**config.mk**
```make
export PLATFORM = sky130hd
export DESIGN_NAME = mem_port_arbiter
export DESIGN_NICKNAME = d
export VERILOG_FILES = /design/src/rtl/mem_port_arbiter_pkg.sv /design/src/rtl/mem_port_arbiter.sv
export SDC_FILE = /design/constraint.sdc
export NUM_CORES = 1
export LEC_CHECK = 0
export CELL_PAD_IN_SITES_DETAIL_PLACEMENT = 1
export CELL_PAD_IN_SITES_GLOBAL_PLACEMENT = 1
export CORE_ASPECT_RATIO = 1.1
export CORE_MARGIN = 8
export CORE_UTILIZATION = 31
export CTS_CLUSTER_DIAMETER = 120
export DETAILED_ROUTE_END_ITERATION = 10
export PLACE_DENSITY_LB_ADDON = 0.1
export SLEW_MARGIN = 20
export SYNTH_ARGS = -nofsm -noshare
export SYNTH_HDL_FRONTEND = slang
export SYNTH_SLANG_ARGS = --single-unit
```
**constraint.sdc**
```tcl
create_clock -name clk -period 6.65 [get_ports clk]
set_input_delay 0.9975 -clock clk [delete_from_list [all_inputs] [get_ports clk]]
set_output_delay 0.9975 -clock clk [all_outputs]
set_load 0.02 [all_outputs]
```
**src/rtl/mem_port_arbiter_pkg.sv**
```systemverilog
// Shared types and constants for the instruction/data memory port arbiter.
package mem_port_arbiter_pkg;

  typedef enum logic [1:0] {
    IDLE = 2'd0,
    BUSY = 2'd1,
    RESP = 2'd2
  } state_t;

  typedef enum logic {
    SRC_IF = 1'b0,
    SRC_D  = 1'b1
  } src_t;

  // Injected by the pipeline into IF/ID while a fetch is stalled
  localparam logic [31:0] NOP_INSTR = 32'h00000013;

  localparam int unsigned STARVE_W = 4;
  localparam int unsigned TMO_W    = 8;

endpackage

```
**src/rtl/mem_port_arbiter.sv**
```systemverilog
// Arbitrates one single-ported memory between fetch and load/store, data first,
// with a fetch-starvation guard and a bounded wait on the memory handshake.
module mem_port_arbiter
  import mem_port_arbiter_pkg::*;
#(
  parameter int unsigned ADDR_W       = 32,
  parameter int unsigned DATA_W       = 32,
  parameter int unsigned STARVE_LIMIT = 4,
  parameter int unsigned TIMEOUT      = 16
) (
  input  logic              clk,
  input  logic              rst,
  input  logic              if_req,
  input  logic [ADDR_W-1:0] if_addr,
  output logic [DATA_W-1:0] if_rdata,
  output logic              if_ready,
  input  logic              d_req,
  input  logic              d_we,
  input  logic [ADDR_W-1:0] d_addr,
  input  logic [DATA_W-1:0] d_wdata,
  output logic [DATA_W-1:0] d_rdata,
  output logic              d_ready,
  output logic              mem_req,
  output logic              mem_we,
  output logic [ADDR_W-1:0] mem_addr,
  output logic [DATA_W-1:0] mem_wdata,
  input  logic [DATA_W-1:0] mem_rdata,
  input  logic              mem_ack,
  output logic              err,
  output logic              stall_if,
  output logic              stall_mem
);

  state_t              state, state_n;
  src_t                src, src_n;
  logic [STARVE_W-1:0] starve_cnt, starve_cnt_n;
  logic [TMO_W-1:0]    tmo_cnt, tmo_cnt_n;
  logic                mem_req_n, mem_we_n;
  logic [ADDR_W-1:0]   mem_addr_n;
  logic [DATA_W-1:0]   mem_wdata_n;
  logic [DATA_W-1:0]   if_rdata_n, d_rdata_n, resp_data;
  logic                if_ready_n, d_ready_n, err_n;
  logic                grant_if;

  assign stall_if  = if_req & ~if_ready;
  assign stall_mem = d_req & ~d_ready;

  always_ff @(posedge clk or posedge rst) begin
    if (rst) begin
      state      <= IDLE;
      src        <= SRC_IF;
      starve_cnt <= '0;
      tmo_cnt    <= '0;
      mem_req    <= 1'b0;
      mem_we     <= 1'b0;
      mem_addr   <= '0;
      mem_wdata  <= '0;
      if_rdata   <= '0;
      d_rdata    <= '0;
      if_ready   <= 1'b0;
      d_ready    <= 1'b0;
      err        <= 1'b0;
    end else begin
      state      <= state_n;
      src        <= src_n;
      starve_cnt <= starve_cnt_n;
      tmo_cnt    <= tmo_cnt_n;
      mem_req    <= mem_req_n;
      mem_we     <= mem_we_n;
      mem_addr   <= mem_addr_n;
      mem_wdata  <= mem_wdata_n;
      if_rdata   <= if_rdata_n;
      d_rdata    <= d_rdata_n;
      if_ready   <= if_ready_n;
      d_ready    <= d_ready_n;
      err        <= err_n;
    end
  end

  always_comb begin
    state_n      = state;
    src_n        = src;
    starve_cnt_n = starve_cnt;
    tmo_cnt_n    = tmo_cnt;
    mem_req_n    = mem_req;
    mem_we_n     = mem_we;
    mem_addr_n   = mem_addr;
    mem_wdata_n  = mem_wdata;
    if_rdata_n   = if_rdata;
    d_rdata_n    = d_rdata;
    if_ready_n   = 1'b0;
    d_ready_n    = 1'b0;
    err_n        = 1'b0;
    resp_data    = '0;
    grant_if     = 1'b0;

    case (state)
      IDLE: begin
        if (if_req || d_req) begin
          // Fetch wins only when alone or when it has waited out STARVE_LIMIT data grants
          grant_if  = if_req && (!d_req || starve_cnt == STARVE_W'(STARVE_LIMIT));
          mem_req_n = 1'b1;
          tmo_cnt_n = '0;
          state_n   = BUSY;
          if (grant_if) begin
            src_n        = SRC_IF;
            mem_addr_n   = if_addr;
            mem_we_n     = 1'b0;
            mem_wdata_n  = '0;
            starve_cnt_n = '0;
          end else begin
            src_n       = SRC_D;
            mem_addr_n  = d_addr;
            mem_we_n    = d_we;
            mem_wdata_n = d_wdata;
            if (if_req && starve_cnt != STARVE_W'(STARVE_LIMIT)) begin
              starve_cnt_n = STARVE_W'(starve_cnt + 1'b1);
            end
          end
        end
      end

      BUSY: begin
        // An ack on the last allowed cycle still counts as a clean completion
        if (mem_ack || tmo_cnt == TMO_W'(TIMEOUT - 1)) begin
          resp_data = (mem_ack && !mem_we) ? mem_rdata : '0;
          err_n     = ~mem_ack;
          mem_req_n = 1'b0;
          state_n   = RESP;
          if (src == SRC_D) begin
            d_rdata_n = resp_data;
            d_ready_n = 1'b1;
          end else begin
            if_rdata_n = resp_data;
            if_ready_n = 1'b1;
          end
        end else begin
          tmo_cnt_n = TMO_W'(tmo_cnt + 1'b1);
        end
      end

      RESP: begin
        state_n = IDLE;
      end

      default: begin
        state_n   = IDLE;
        mem_req_n = 1'b0;
      end
    endcase
  end

endmodule

```
==> qor.yml, run 1 <==
outcome:
  status: "completed"
sta:
  clock.fmax_mhz: 277.3
  hold_ws_ps: 461.5
  finalSetupViolCount: 0
  min_period_over_period_pct: 54.22
  relSlewSlack_pct: 39.11
  slew_viol_final: 0
  worstMarginPinSlew_ps: 913.4
  setup_tns_ps: 0
  rsz0062_at_grt: "false"
  finalHoldViolations: 0
  fin_crit_ps: 3606
  fin_skew_ps: 10.29
hold_path:
  worst_hold_path_type: "reg2reg"
  hold_path_depth: 2
place:
  dpl.hpwl_um: 15420
  portBuffers: 268
  place.gp.congestion: 0.7641
logic_synthesis:
  synthArstFlopShare_pct: 100.0
  ys_seq_elements: 148
  synthMostInstantiatedCell: "dfrtp_1"
  synth-edff-count: 0
  netlist_instances: 568
  yosys_warnings: 0
  synth_cell_types: 34
  ys_seq_area_share_pct: 61.95
  syn_avg_cell_area_um2: 10.53
  synth_area_um2: 5978
  synth_commonest_cells: "dfrtp_1, nand2_1, a21oi_1, a32o_1, nor2_1"
  yosys.area.top_type: "dfrtp_1"
  synthDominantCellAreaShare_pct: 61.95
  synth_ff_type: "dfrtp_1"
  synth_fp_nets: 705
  synth_area_leaders: "dfrtp_1, a32o_1, nand2_1"
clocking:
  cts_made_buffers: 17
  cts.sinks: 148
  path_clk_slew_ps: 60
  hold_buffers: 0
  cts_setup_buffers: 0
  ctsResizeCount: 0
  cts_tree: "built"
  cts_root_buf: "clkbuf_16"
  cts_max_path_buffers: 2
  clock_latency_ps: 420
  cts_htree_levels: 4
drt:
  drc: 0
  firstDrtPassIters: 4
  routed_wl_um: 21910
  postRouteAntennaNets: 0
  avgRoutedWirePerCell_um: 20.29
  vias_per_cell: 5.099
  vias: 5507
  drt_iter0_drc: 209
die:
  rows: 53
  fp.dieArea_um2: 23990
  chipWidth_um: 148.4
  die_y_um: 161.6
  io_pins: 269
  core-area_um2: 19030
  start_util_pct: 31.41
global_routing:
  use_met1_pct: 20.95
  use_met3_pct: 8.534
  grt_pass1_wl_um: 34970
  grt_max_degree: 101
  busiest_layer: "met2"
  met2_usage_pct: 30.22
  grt-ovfl-total: 0
  grt_pass1_vias: 6193
  track_usage_pct: 18.39
  antenna_found_initial: 1
power:
  peakVddDrop_mv: 0.1976
  power.density_nw_per_um2: 508.8
  p_leak_nw: 4.122
layout:
  area.growth.synth_to_final_pct: 59.17
  drive_above_1_share_pct: 6.370
  fin_util_pct: 50.00
  final_nets: 956
critical_path:
  cp.arrival_ps: 2610
  critPathKind: "in2out"
  crit_required_ps: 5650
  r2r_cells: 7
  start_kind: "primary input"
  critPathMaxFanout: 5
  end_kind: "output pin"
job:
  max-cap-violations: 0
-- state kept, by name (all words and copies together) (netlist names), 2 cells and up --
register,flops
d_rdata,32
state,2
mem_addr,32
tmo_cnt,8
starve_cnt,4
mem_wdata,32
if_rdata,32
-- layout by cell type, fill, tap and decap left out, types with 2 or more instances in the layout --
cell type          n
clkdlybuf4s50_1  268
dfrtp_1          148
nand2_1          107
a21oi_1           66
a32o_1            64
nor2_1            44
nand3_1           40
clkbuf_16         17
buf_4             10
inv_1              7
inv_6              7
o21ai_0            6
nor3_1             4
xnor2_1            3
ha_1               3
and2_1             2
o21ai_2            2
a21o_1             2
o21ai_4            2
o211ai_1           2
o31ai_1            2
nor4_1             2
clkinvlp_4         2
clkinv_2           2
bufinv_16          2
inv_8              2
-- layer usage --
| layer | wire length [um] | up-vias |
|---|---|---|
| met4 | 308 | 0 |
| met3 | 2317 | 18 |
| met1 | 8698 | 2753 |
| met5 | 0 | - |
| met2 | 10590 | 210 |
| li1 | - | 2526 |
-- cells by family (layout without fill, tap and decap cells) --
kind of cell    Yosys count  in the layout  synth area share, %
compound gates          149            149                18.23
flops                   148            148                61.95
fa+ha+maj                 3              3               0.6279
simple gates            210            210                15.01
buf+inv                  54            318                3.579
mux                       1              1               0.1674
xor+xnor                  3              3               0.4396
other cells               0              1                    0
-- cell type report --
type / instances / area [um^2]
fill: 2073 / 9517
sequential: 148 / 3704
timing repair buffer: 278 / 2758
multi-input combinational: 366 / 2113
clock buffer: 17 / 425.4
tap: 247 / 309.0
clock inverter: 15 / 168.9
inverter: 8 / 35.03
antenna: 1 / 2.502
-- power by group --
part           switching [mW]  leakage (nW)  internal, mW
Sequential              0.248          1.84          1.31
Combinational            1.26          1.99          1.05
Clock                   0.410         0.289         0.564
Total                    1.92          4.12          2.93
-- worst max-delay path, cell delays in order --
cell,delay [ps]
clkdlybuf4s50_1,640
inv_1,180
nor2_1,160
clkdlybuf4s50_1,620
-- worst paths after layout --
path / startpoint / to / slack, ps
worst min-delay path: mem_wdata[17]$_DFFE_PP0P_ / mem_wdata[17]$_DFFE_PP0P_ / 460
worst min register to register: mem_wdata[17]$_DFFE_PP0P_ / mem_wdata[17]$_DFFE_PP0P_ / 460
max in group asynchronous: rst / mem_wdata[23]$_DFFE_PP0P_ / 4230
worst max-delay path: if_req / stall_if / 3040
worst max register to register: starve_cnt[0]$_DFFE_PP0P_ / mem_addr[8]$_DFFE_PP0P_ / 4240
min in group asynchronous: rst / mem_wdata[31]$_DFFE_PP0P_ / 1120
-- through the flow --
step / setup slack (ps) / std cells / total power [mW] / instance area (um^2)
final: 3044 / 1080 / 4.842 / 9515
after global routing: 2971 / 1080 / 5.148 / 9515
after CTS: 3036 / 1079 / 4.928 / 9513
after detailed placement: 3045 / 1047 / 3.921 / 8919
after global placement: 3036 / 1047 / 3.837 / 8919
after floorplan: 1673 / 568 / 2.716 / 5978
Power figures use the tool's default switching activity.
==> run 2: changes to the inputs <==
clock period = 3.7 ns   (was 6.65 ns; I/O delays follow)
==> qor.yml, run 2 (synthesized netlist as in run 1, its figures left out) <==
global_routing:
  grt_pass1_vias: 6214
  grt_pass1_wl_um: 34680
  grt_max_degree: 72
  antenna_found_initial: 1
  track_usage_pct: 18.45
  grt-ovfl-total: 0
power:
  p_leak_nw: 4.120
  peakVddDrop_mv: 0.4217
  power.density_nw_per_um2: 899.7
critical_path:
  start_kind: "primary input"
  slowest_stage: "clkdlybuf4s50_1"
  timing.rr.start: "starve_cnt[0]$_DFFE_PP0P_"
  crit_buf_inv: 3
  end_kind: "output pin"
  crit_top_cell: "clkdlybuf4s50_1"
  critPathKind: "in2out"
  reg2reg_slack_ps: 1640
  critPathMaxStageDelay_ps: 640
  reg2reg_to: "mem_addr[10]$_DFFE_PP0P_"
  r2r_cells: 7
  crit_family: "buffers and inverters"
  crit_required_ps: 3140
  critPathMaxFanout: 5
  path_cells: "clkdlybuf4s50_1 -> inv_1 -> nor2_1 -> clkdlybuf4s50_1"
  cp.arrival_ps: 2170
place:
  portBuffers: 268
  dpl.hpwl_um: 15760
  dpl-instance-area_um2: 8992
  post-place-cells: 1052
  place.gp.congestion: 0.7077
sta:
  rsz0062_at_grt: "false"
  worstMarginPinSlew_ps: 849.0
  setup_tns_ps: 0
  clock.fmax_mhz: 367.5
  min_period_over_period_pct: 73.54
  finalHoldViolations: 0
  finalSetupViolCount: 0
  fin_crit_ps: 2721
  slew_viol_final: 0
  fin_skew_ps: 10.10
  relSlewSlack_pct: 43.28
hold_path:
  worst_hold_path_type: "reg2reg"
  hold_end: "mem_wdata[11]$_DFFE_PP0P_"
  min_from: "mem_wdata[11]$_DFFE_PP0P_"
  hold_path_depth: 2
clocking:
  ctsResizeCount: 0
  path_clk_slew_ps: 60
  cts_made_buffers: 17
  clock_latency_ps: 420
  hold_buffers: 0
  cts_htree_levels: 4
  cts.sinks: 148
  cts_root_buf: "clkbuf_16"
  cts_max_path_buffers: 2
  cts_setup_buffers: 0
  cts_tree: "built"
drt:
  postRouteAntennaNets: 0
  vias_per_cell: 5.076
  drt-met1-wl_um: 8747
  vias: 5508
  top_layer_used: "met4"
  routed_wl_um: 21760
  drt_iter0_drc: 265
  met3WireLength_um: 1969
  drc: 0
  avgRoutedWirePerCell_um: 20.05
  firstDrtPassIters: 4
  route.met2.wl_um: 10430
die:
  chipWidth_um: 148.4
  fp.dieArea_um2: 23990
  start_util_pct: 31.41
  io_pins: 269
  core-area_um2: 19030
  die_y_um: 161.6
  rows: 53
outcome:
  status: "completed"
layout:
  final_nets: 961
  fin_util_pct: 50.15
  final_cell_mix: "clkdlybuf4s50_1, dfrtp_1, nand2_1, a21oi_1, a32o_1"
  layout_commonest_cell: "clkdlybuf4s50_1"
  drive_above_1_share_pct: 6.930
  regArea_um2: 3704
  stdcell_count: 1085
  multi_input_area_um2: 2113
  area.growth.synth_to_final_pct: 59.65
  fillers: 2095
  final_area_um2: 9544
job:
  max-cap-violations: 0
## run 2: worst max path at each step
stage	cells after the start	start	endpoint	slack [ps]
2_1_floorplan	1	rst	d_rdata[0]$_DFFE_PP0P_	1280
3_3_place_gp	4	if_req	stall_if	990
3_5_place_dp	4	if_req	stall_if	1000
4_1_cts	4	if_req	stall_if	990
5_1_grt	4	if_req	stall_if	900
6_report	4	if_req	stall_if	980
## run 2: area by class of cell
cell class | instances | share of cell area [%]
inverters | 8 | 0.3540
repair buffers | 283 | 29.68
diodes | 1 | 0.02622
flip-flops and latches | 148 | 38.80
multi-input cells | 366 | 22.14
well taps | 247 | 3.238
clock buffers | 17 | 4.457
clock inverters | 15 | 1.298
## run 2: through the flow
step | total power [mW] | hold WS, ps | worst slack [ps]
after global placement | 6.950 | 449.8 | 995.0
after CTS | 8.737 | 474.9 | 990.4
after floorplan | 4.882 | 463.9 | 1284
final | 8.587 | 471.5 | 978.9
after global routing | 9.146 | 505.4 | 902.1
after detailed placement | 7.080 | 457.2 | 1004
## run 2: worst min-delay path, cell delays in order, from the launching register on
cell and delay, ps:
dfrtp_1 340, nand2_1 50, nand2_1 50
## run 2: report_power, final
group          leakage (nW)  switching, mW  internal (mW)
clock                 0.255          0.732          0.873
combinational          2.02           2.25           1.92
sequential             1.84          0.454           2.36
## run 2: metal layers
metal / up-vias / global-route usage (%)
met3: 35 / 7.387
met1: 2726 / 21.33
met5: - / 0
li1: 2539 / -
met2: 208 / 29.77
met4: 0 / 7.842
